`config.mk`:
```
export PLATFORM = sky130hd
export DESIGN_NAME = cobs_uart_tx_flat
export DESIGN_NICKNAME = d
export VERILOG_FILES = /design/src/rtl/cobs_uart_tx_if.sv /design/src/rtl/cobs_uart_tx.sv /design/src/flat_wrapper.sv
export SDC_FILE = /design/constraint.sdc
export NUM_CORES = 2
export LEC_CHECK = 0
export ABC_CLOCK_PERIOD_IN_PS = 3700
export BUFFER_PORTS_ARGS = -buffer_cell sky130_fd_sc_hd__buf_2
export CORE_UTILIZATION = 45
export DETAILED_ROUTE_END_ITERATION = 7
export HOLD_SLACK_MARGIN = 0.12
export PLACE_DENSITY = 0.68
export RECOVER_POWER = 100
export SLEW_MARGIN = 15
export SYNTH_ARGS = -nofsm -noshare
export SYNTH_HDL_FRONTEND = slang
export SYNTH_SLANG_ARGS = --single-unit
```
`constraint.sdc`:
```
create_clock -name clk -period 3.7 [get_ports clk]
set_input_delay 0.555 -clock clk [delete_from_list [all_inputs] [get_ports clk]]
set_output_delay 0.555 -clock clk [all_outputs]
set_load 0.02 [all_outputs]
```
`src/rtl/cobs_uart_tx_if.sv`:
```
// cobs_uart_tx_if: packet byte-stream handshake into the COBS UART transmitter.
//   in_data  : packet byte
//   in_valid : in_data valid
//   in_last  : in_data is the final byte of the packet
//   in_ready : transmitter accepts a byte this cycle
// master = byte source, slave = cobs_uart_tx.
interface cobs_uart_tx_if;
    logic [7:0] in_data;
    logic       in_valid;
    logic       in_last;
    logic       in_ready;

    modport master (output in_data, output in_valid, output in_last, input in_ready);
    modport slave  (input in_data, input in_valid, input in_last, output in_ready);
endinterface

```
`src/rtl/cobs_uart_tx.sv`:
```
// cobs_uart_tx: COBS-encodes an inbound packet byte stream and serialises it
// on txd as UART frames, terminating each packet with a 0x00 delimiter.
// Ports:
//   clk    : system clock
//   rst    : asynchronous active-high reset
//   in_if  : byte stream (in_data/in_valid/in_last/in_ready), slave side
//   txd    : UART serial output, idle high
//   busy   : packet in progress (first accepted byte until delimiter stop bit ends)
// Optional build macro COBS_TX_PARITY_EN: frames become 8E1 (even parity bit
// between D7 and stop) instead of 8N1.
module cobs_uart_tx #(
    parameter int CLKS_PER_BIT = 644,
    parameter int MAX_BLOCK    = 254
) (
    input  logic          clk,
    input  logic          rst,
    cobs_uart_tx_if.slave in_if,
    output logic          txd,
    output logic          busy
);
`ifdef COBS_TX_PARITY_EN
    localparam int FRAME_BITS = 11;
`else
    localparam int FRAME_BITS = 10;
`endif
    localparam int               CNT_W    = $clog2(CLKS_PER_BIT);
    localparam logic [CNT_W-1:0] CNT_LAST = CNT_W'(CLKS_PER_BIT - 1);
    localparam logic [3:0]       BIT_LAST = 4'(FRAME_BITS - 1);
    localparam logic [7:0]       MAX_CNT  = 8'(MAX_BLOCK);

    typedef enum logic [2:0] {ST_FILL, ST_CODE, ST_DATA, ST_TAIL, ST_DELIM} state_t;

    state_t     state_q, state_d, post_st;
    logic [7:0] cnt_q, cnt_d, idx_q, idx_d, cnt_inc;
    logic       ended_q, ended_d, zend_q, zend_d, busy_q, busy_d, sent_q, sent_d;

    logic                  tx_act_q;
    logic [CNT_W-1:0]      clk_cnt_q;
    logic [3:0]            bit_q;
    logic [FRAME_BITS-1:0] frame_q, frame_ld;
    logic                  frame_done, ser_rdy, ld;
    logic [7:0]            ld_byte;

    logic [7:0] mem [MAX_BLOCK];
    logic [7:0] rd_q;
    logic       accept, zero_in, wr_en;

    assign in_if.in_ready = (state_q == ST_FILL) && !rst;
    assign accept         = in_if.in_valid && in_if.in_ready;
    assign zero_in        = (in_if.in_data == 8'h00);
    assign wr_en          = accept && !zero_in;
    assign cnt_inc        = cnt_q + 8'd1;

    // The serialiser can take a new byte while idle or in the final cycle of
    // a stop bit, which makes back-to-back frames gapless.
    assign frame_done = tx_act_q && (clk_cnt_q == CNT_LAST) && (bit_q == BIT_LAST);
    assign ser_rdy    = !tx_act_q || frame_done;
    assign txd        = tx_act_q ? frame_q[0] : 1'b1;
    assign busy       = busy_q;

`ifdef COBS_TX_PARITY_EN
    assign frame_ld = {1'b1, ^ld_byte, ld_byte, 1'b0};
`else
    assign frame_ld = {1'b1, ld_byte, 1'b0};
`endif

    // Block buffer. The read is registered every cycle from idx_q; data loads
    // are at least one frame apart so rd_q is always settled when used.
    always_ff @(posedge clk) begin
        if (wr_en) mem[cnt_q] <= in_if.in_data;
        rd_q <= mem[(idx_q < MAX_CNT) ? idx_q : 8'd0];
    end

    always_ff @(posedge clk or posedge rst) begin
        if (rst) begin
            tx_act_q  <= 1'b0;
            clk_cnt_q <= '0;
            bit_q     <= '0;
            frame_q   <= '1;
        end else if (ld) begin
            tx_act_q  <= 1'b1;
            clk_cnt_q <= '0;
            bit_q     <= '0;
            frame_q   <= frame_ld;
        end else if (tx_act_q) begin
            if (clk_cnt_q == CNT_LAST) begin
                clk_cnt_q <= '0;
                frame_q   <= {1'b1, frame_q[FRAME_BITS-1:1]};
                if (bit_q == BIT_LAST) tx_act_q <= 1'b0;
                else                   bit_q    <= bit_q + 4'd1;
            end else begin
                clk_cnt_q <= clk_cnt_q + 1'b1;
            end
        end
    end

    always_ff @(posedge clk or posedge rst) begin
        if (rst) begin
            state_q <= ST_FILL;
            cnt_q   <= '0;
            idx_q   <= '0;
            ended_q <= 1'b0;
            zend_q  <= 1'b0;
            busy_q  <= 1'b0;
            sent_q  <= 1'b0;
        end else begin
            state_q <= state_d;
            cnt_q   <= cnt_d;
            idx_q   <= idx_d;
            ended_q <= ended_d;
            zend_q  <= zend_d;
            busy_q  <= busy_d;
            sent_q  <= sent_d;
        end
    end

    // Where to go once a block's bytes are out: a trailing zero needs the
    // empty final block (0x01); a packet ending at a full 0xFF block or on a
    // non-zero byte goes straight to the delimiter.
    assign post_st = ended_q ? (zend_q ? ST_TAIL : ST_DELIM) : ST_FILL;

    always_comb begin
        state_d = state_q;
        cnt_d   = cnt_q;
        idx_d   = idx_q;
        ended_d = ended_q;
        zend_d  = zend_q;
        busy_d  = busy_q;
        sent_d  = sent_q;
        ld      = 1'b0;
        ld_byte = 8'h00;
        case (state_q)
            ST_FILL: begin
                if (accept) begin
                    busy_d = 1'b1;
                    if (!zero_in) cnt_d = cnt_inc;
                    if (zero_in || in_if.in_last || cnt_inc == MAX_CNT) begin
                        state_d = ST_CODE;
                        ended_d = in_if.in_last;
                        zend_d  = in_if.in_last && zero_in;
                        idx_d   = 8'd0;
                    end
                end
            end
            ST_CODE: begin
                if (ser_rdy) begin
                    ld      = 1'b1;
                    ld_byte = cnt_q + 8'd1;
                    state_d = (cnt_q == 8'd0) ? post_st : ST_DATA;
                end
            end
            ST_DATA: begin
                if (ser_rdy) begin
                    ld      = 1'b1;
                    ld_byte = rd_q;
                    idx_d   = idx_q + 8'd1;
                    if (idx_q == cnt_q - 8'd1) begin
                        state_d = post_st;
                        cnt_d   = 8'd0;
                    end
                end
            end
            ST_TAIL: begin
                if (ser_rdy) begin
                    ld      = 1'b1;
                    ld_byte = 8'h01;
                    state_d = ST_DELIM;
                end
            end
            ST_DELIM: begin
                // sent_q separates "delimiter not yet loaded" from "waiting for
                // its stop bit", since frame_done may belong to the prior frame.
                if (!sent_q) begin
                    if (ser_rdy) begin
                        ld      = 1'b1;
                        ld_byte = 8'h00;
                        sent_d  = 1'b1;
                    end
                end else if (frame_done) begin
                    sent_d  = 1'b0;
                    busy_d  = 1'b0;
                    cnt_d   = 8'd0;
                    ended_d = 1'b0;
                    zend_d  = 1'b0;
                    state_d = ST_FILL;
                end
            end
            default: state_d = ST_FILL;
        endcase
    end
endmodule

```
`src/flat_wrapper.sv`:
```
// flat-port wrapper written by rule: the top's interface ports become plain ports
module cobs_uart_tx_flat 
#(
    parameter int CLKS_PER_BIT = 644,
    parameter int MAX_BLOCK    = 254
)
  (clk, rst, txd, busy, in_if_in_data, in_if_in_valid, in_if_in_last, in_if_in_ready);
  cobs_uart_tx_if in_if_i ();
  input  logic clk;
  input  logic rst;
  output logic txd;
  output logic busy;
  input wire logic [$bits(in_if_i.in_data)-1:0] in_if_in_data;
  input wire logic [$bits(in_if_i.in_valid)-1:0] in_if_in_valid;
  input wire logic [$bits(in_if_i.in_last)-1:0] in_if_in_last;
  output wire logic [$bits(in_if_i.in_ready)-1:0] in_if_in_ready;
  assign in_if_i.in_data = in_if_in_data;
  assign in_if_i.in_valid = in_if_in_valid;
  assign in_if_i.in_last = in_if_in_last;
  assign in_if_in_ready = in_if_i.in_ready;
  cobs_uart_tx #(.CLKS_PER_BIT(CLKS_PER_BIT), .MAX_BLOCK(MAX_BLOCK)) u_core (.clk(clk), .rst(rst), .in_if(in_if_i), .txd(txd), .busy(busy));
endmodule
```
======== Yosys cells after proc, flatten, opt, wreduce, memory -nomap -nowiden ========
Memory sizes are Yosys's and may differ from the RTL's. A register that Yosys moved wholly into a read port is not among the register bits.
Index checks and enable logic that the tools add are counted.
operators by class
  add/subtract/negate cells ............... 5
  $mul .................................... 0
  div/mod/pow operators ................... 0
  magnitude comparators ................... 1
  eq/ne operators ......................... 18
  shift operators ......................... 0
  multiplexer cells ....................... 60
  bitwise gates (word level) .............. 0
  reduce and logical (&&, ||, !) cells .... 28
operators by type and width
  operator               count
  $mux 8                 12
  $mux 10                6
  $pmux 8 s3             2
  $mux 3                 11
  $mux 1                 19
  $add 8x1->8 const B    2
  $logic_not 8->1        2
  $mux 4                 4
  $ne 2x1->1 const B     8
  $pmux 8 s2             1
  $pmux 3 s5             1
  $add 10x1->10 const B  1
  $eq 10x10->1 const B   1
  $eq 8x8->1             1
  $eq 8x8->1 const B     1
  $lt 8x8->1 const B     1
  $pmux 1 s2             4
  $reduce_and 4->1       2
  $reduce_and 8->1       1
  $reduce_bool 2->1      4
  $sub 8x1->8 const B    1
  $reduce_and 7->1       1
  $eq 3x2->1 const B     2
  $logic_and 1x1->1      6
  13 further kinds       18
word-level totals
  flip-flop bits (word level) ............. 48
  bits in latches ......................... 0
  RAM bits ................................ 2,032
  bits in read-only memories .............. 0
  input port bits ......................... 12
  output and inout bits ................... 3
  logic and storage cells ................. 124
  memories kept ........................... 1
memory list
  name        words  bits a word  read ports  clocked after memory_dff  wr ports  line                text
  u_core.mem  254    8            1           1                         1         cobs_uart_tx.sv:44  logic [7:0] mem [MAX_BLOCK];

======== Longest topological paths before layout ========
  depth after elaboration ................. 9
  mapped depth ............................ 12
  gate-level depth less buffers ........... 9

======== Worst setup path after synthesis ========
OpenSTA, ideal clock, no wires.
  kind .................................... register -> register
  start ................................... reg u_core.state_q[1]
  end ..................................... mem u_core.mem[161][0], enable pin
  setup time .............................. 370 ps
  data arrival time ....................... 3,126 ps
  data required time ...................... 3,330 ps
  slack ................................... 204 ps
  stages on the path, launching flop included .. 10
  path buffers ............................ 3
  period minus slack after synthesis ...... 3,496 ps
  cell sequence ........................... dfrtp_1 -> clkbuf_1 -> nor4_1 -> and2_1 -> clkbuf_1 -> o21ai_1 -> nor3b_1 -> nand2_1 -> clkbuf_1 -> nor2_1
on the way
  longest elaborated chain between the ends .. 6
ends and longest elaborated chain
  what                          line                 text
  from (decl)                   cobs_uart_tx.sv:33   state_t state_q, state_d, post_st;
  from (signal assigned)        cobs_uart_tx.sv:107  state_q <= state_d;
  $logic_not 3->1               cobs_uart_tx.sv:48   assign in_if.in_ready = (state_q == ST_FILL) && !rst;
  $logic_and 1x1->1             cobs_uart_tx.sv:48
  via in_if_in_ready            flat_wrapper.sv:16   output wire logic [$bits(in_if_i.in_ready)-1:0] in_if_in_ready;
  $logic_and 1x1->1             cobs_uart_tx.sv:49   assign accept = in_if.in_valid && in_if.in_ready;
  $logic_and 1x1->1             cobs_uart_tx.sv:51   assign wr_en = accept && !zero_in;
  $mux 1                        cobs_uart_tx.sv:70   if (wr_en) mem[cnt_q] <= in_if.in_data;
  $mux 1 (implied by the code)  cobs_uart_tx.sv:70
  to (decl)                     cobs_uart_tx.sv:44
The timed path passes the listed nets, and every way through them passes these cells.

======== Final worst setup path ========
  start ................................... reg u_core.idx_q[7]
  end ..................................... reg u_core.rd_q[7] (read register of u_core.mem)
on the way
  longest elaborated chain between the ends .. 2
ends and longest elaborated chain
  what                    line                 text
  from (decl)             cobs_uart_tx.sv:34   logic [7:0] cnt_q, cnt_d, idx_q, idx_d, cnt_inc;
  from (signal assigned)  cobs_uart_tx.sv:109  idx_q <= idx_d;
  $lt 8x8->1              cobs_uart_tx.sv:71   rd_q <= mem[(idx_q < MAX_CNT) ? idx_q : 8'd0];
  $mux 8 (*)              cobs_uart_tx.sv:71
  to (decl)               cobs_uart_tx.sv:45   logic [7:0] rd_q;
Every way passes the cells marked *; elsewhere a longest branch is shown, timed or not.
A chain may end at the register's enable or synchronous reset.

==> run_results.csv <==
group,metric,value,unit
run_status,outcome,"complete, but fails checks",
run_status,violations,"capacitance limit, slew limit",
setup_path,slowest_stage,"o311ai_0",
layout,register_area,0.0624,sq mm
setup_path,end_kind,"flip-flop",
global_routing,antenna_found_initial,9,
timing,fin_ws,0.0604,ns
synthesis,ys_types,80,
place,io_buffers,14,
layout,fillers,15100,
timing,timing.hold.ws,0.310,ns
synthesis,ys_ff_latch,2087,
routing,drc,0,
layout,nets,5482,
setup_path,cp_max_fo,30,
routing,wl_met2,108,mm
synthesis,ys_warn_count,0,
routing,top_layer_used,"met5",
setup_path,cp_num_buf_inv,1,
power,internal_power,40.0,mW
synthesis,syn_inst,5369,
synthesis,synth-seq-area-share,74.2,%
timing,post-route-period-util,98.4,%
job,maxCapViolCount,19,
cts,clockBufferDepth,3,
global_routing,grt_overflow,0,
die,die_x,434,um
setup_path,critPathMaxStageDelay,0.80,ns
timing,rsz0062_at_grt,"false",
cts,htree_num_levels,4,
routing,routed_wl,236,mm
place,dp_slack,-0.173,ns
setup_path,critPathKind,"flip-flop to flip-flop",
power,p_leak,28.9,nW
power,power_density,576,mW/mm^2
die,dieArea,0.188,sq mm
power,p_seq_share,48.7,%
setup_path,crit_arrival,4.44,ns
cts,clock_sinks,2087,
setup_path,reg2regPathDepth,8,
cts,clkSlewWorstSetupHoldPaths,0.07,ns
global_routing,grt_max_degree,129,
routing,via_per_inst,6.26,
power,power.switching,14.6,mW
synthesis,synth_area,0.0840,sq mm
timing,fmax,275,MHz
global_routing,grt_first_pass_wirelength,341,mm
timing,clock-skew-final,0.0432,ns
synthesis,postSynthAreaPerCell,15.6,sq um
timing,finalSetupViolations,0,
routing,wl_met3,25.5,mm
place,dp_hpwl,144,mm
layout,drive_gt1_share,13.6,%
timing,tns,0,ns
routing,drt_iter0_drc,7063,
cts,cts_tree,"yes",
timing,slew_viol_final,1271,
routing,vias,50800,
synthesis,synth_edf_count,2032,
power,clockPowerShare,37.5,%
global_routing,grt_pass1_vias,48800,
hold_path,hold_class,"primary input to flip-flop",
synthesis,synth_ff_type,"edfxtp_1",
die,start_util,45.3,%
timing,max_slew_margin,-132,%
setup_path,start_kind,"flip-flop",
setup_path,crit_start,"u_core.idx_q[7]",
cts,clk_latency,0.85,ns
timing,hold_viol,0,
timing,fin_crit,3.64,ns
routing,wl_per_cell,29.1,um
layout,final_cell_area,0.0948,sq mm
routing,drtAntennaViolNets,0,
die,num_rows,158,
setup_path,reg2reg_to,"u_core.rd_q[7]",
timing,worst_slew_pin_slew,3.48,ns
routing,wl_met1,93.6,mm
setup_path,endpoint,"u_core.rd_q[7]",
setup_path,cp_top_family,"compound AO/OA/AOI/OAI gates",
synthesis,synth_async_sr_flop_share,2.25,%
setup_path,crit_required,4.50,ns
die,design.core.area,0.185,sq mm
power,comb_power_share,13.8,%
cts,clockRootBuffer,"clkbuf_16",
setup_path,worstPathCellList,"and4_1 > a21oi_4 > buf_4 > a221oi_1 > o311ai_0 > nand4_1 > a21oi_1 > a2111o_1",
layout,multiInputGateArea,0.0201,sq mm
synthesis,synthesis.nets,5391,
setup_path,reg2reg_slack,0.06,ns
setup_path,rr_startpoint,"u_core.idx_q[7]",
setup_path,critical_path_cell_count,8,
power,ir_worst_vdd,0.625,mV
die,die_y,434,um
global_routing,grt_use_total,24.7,%
routing,dr.pass1.iters,6,
layout,syn2layout_area_growth,12.8,%
power,switching_share,26.7,%
place,gp_congestion,0.925,
place,dpl_cell_area,0.0884,sq mm
die,io-pin-count,15,
cts,cts-buffers-inserted,203,
## cell type report
| type | instances | area share [%] |
|---|---|---|
| Sequential cell | 2087 | 65.8 |
| Multi-Input combinational cell | 2865 | 21.2 |
| Clock buffer | 244 | 5.54 |
| Tap cell | 2480 | 3.27 |
| Timing Repair Buffer | 281 | 2.64 |
| Clock inverter | 132 | 1.40 |
| Inverter | 22 | 0.0937 |
| Antenna cell | 2 | 0.00528 |
## sequential cells by signal, indices dropped and copies added (netlist names)
signal,cells
u_core.busy,1
u_core.clk_cnt_q,10
u_core.frame_q,9
u_core.zend_q,1
u_core.bit_q,4
u_core.state_q,3
u_core.sent_q,1
u_core.idx_q,8
u_core.mem,2032
u_core.rd_q,8
u_core.ended_q,1
u_core.tx_act_q,1
u_core.cnt_q,8
## tightest hold or removal path, cell delays in order
cell	delay (ns)
buf_2	0.15
nand2_1	0.13
nand2_1	0.09
nand2_1	0.08
a21o_1	0.10
## worst min-delay path by stage
stage	from	to	cells past startpoint
after floorplan	u_core.rd_q[1]	u_core.frame_q[2]	2
after global placement	u_core.rd_q[5]	u_core.frame_q[6]	2
after detailed placement	u_core.rd_q[5]	u_core.frame_q[6]	2
after CTS	in_if_in_data[6]	u_core.mem[249][6]	2
after global routing	in_if_in_valid	u_core.busy	5
final	in_if_in_valid	u_core.busy	5
## cell usage after synthesis, drive strengths merged (10+ instances only)
| cell type | count | area [sq um] |
|---|---|---|
| xnor2 | 14 | 123 |
| o2111ai | 20 | 175 |
| o32ai | 17 | 149 |
| a311oi | 14 | 123 |
| dfrtp | 38 | 951 |
| o221ai | 51 | 447 |
| nor2 | 395 | 1480 |
| o311ai | 107 | 937 |
| o21ai | 148 | 741 |
| ha | 10 | 125 |
| and2 | 172 | 1080 |
| nor2b | 24 | 150 |
| clkbuf | 237 | 890 |
| nand2 | 266 | 998 |
| mux2i | 306 | 3060 |
| and3 | 10 | 62.6 |
| nand2b | 16 | 100 |
| inv | 22 | 82.6 |
| a2bb2oi | 152 | 1330 |
| buf | 158 | 727 |
| a211oi | 176 | 1320 |
| a22oi | 30 | 225 |
| o211ai | 123 | 923 |
| or3 | 14 | 87.6 |
| nor4 | 20 | 125 |
| a31oi | 46 | 288 |
| nand3 | 25 | 125 |
| mux4 | 27 | 608 |
| a21oi | 194 | 971 |
| nand4 | 29 | 181 |
| mux2 | 138 | 1560 |
| a211o | 11 | 96.3 |
| o22ai | 84 | 526 |
| o22a | 15 | 131 |
| o31ai | 13 | 97.6 |
| nor3 | 49 | 257 |
| edfxtp | 2032 | 61000 |
| a221oi | 59 | 517 |
## cell families (layout without fill, tap and decap cells)
kind of cell / Yosys count / count (layout) / share of synthesized area (%)
AOI/OAI and AO/OA: 1321 / 1321 / 11.4
xor gates and xnor gates: 23 / 23 / 0.240
adders and majority gates: 10 / 10 / 0.149
muxes: 471 / 471 / 6.22
and+or+nand+nor: 1040 / 1040 / 5.72
buffers and inverters: 417 / 679 / 2.02
other: 0 / 2 / 0
DFF: 2087 / 2087 / 74.2
## metrics by stage
stage	util (%)	power (mW)	instances
4_1_cts	51.3	54.6	8111
3_3_place_gp	47.7	34.3	7732
5_1_grt	51.1	55.9	8111
6_report	51.1	54.6	8113
2_1_floorplan	-	30.8	5369
3_5_place_dp	47.7	34.4	7732
## cells in the final DEF (no fill, tap or decap), types with 48 or more instances in the layout
cell type,synthesis,final
buf_4,2,171
mux2i_1,306,306
o311ai_0,107,103
o211ai_1,123,123
and2_1,171,171
nand2_1,266,260
mux2_2,137,138
clkbuf_1,237,67
nor2_1,395,393
nor3_1,48,48
edfxtp_1,2032,2032
a21oi_1,194,189
a221oi_1,59,59
clkbuf_16,0,204
o221ai_1,51,51
o22ai_1,84,84
a211oi_1,176,174
o21ai_0,140,141
a2bb2oi_1,152,152
## metal layers
metal  up-vias  track usage [%]
met5         -                0
met4         6             8.91
met3       462             5.69
met2      2963             37.8
met1     25700             34.6
li1      21700                -
## what timing repair did
| action | 4_1_cts | 5_1_grt |
|---|---|---|
| pin swaps | 0 | 0 |
| hold buffers | 3 | 0 |
| resized for setup | 2 | 10 |
| endpoints found under the hold margin | 48 | 0 |
| endpoints found under the setup margin | 1 | 5 |
| setup buffers | 0 | 0 |
## power by group through the flow
stage               combinational (mW)  clock, mW  sequential, mW
finish                            7.54       20.5            26.6
detailed placement                7.39          0            27.0
CTS                               7.43       20.6            26.5
global route                      7.81       21.5            26.6
floorplan                         3.91          0            26.9
global placement                  7.31          0            27.0
Note: power is estimated with default switching activity, not from simulation.
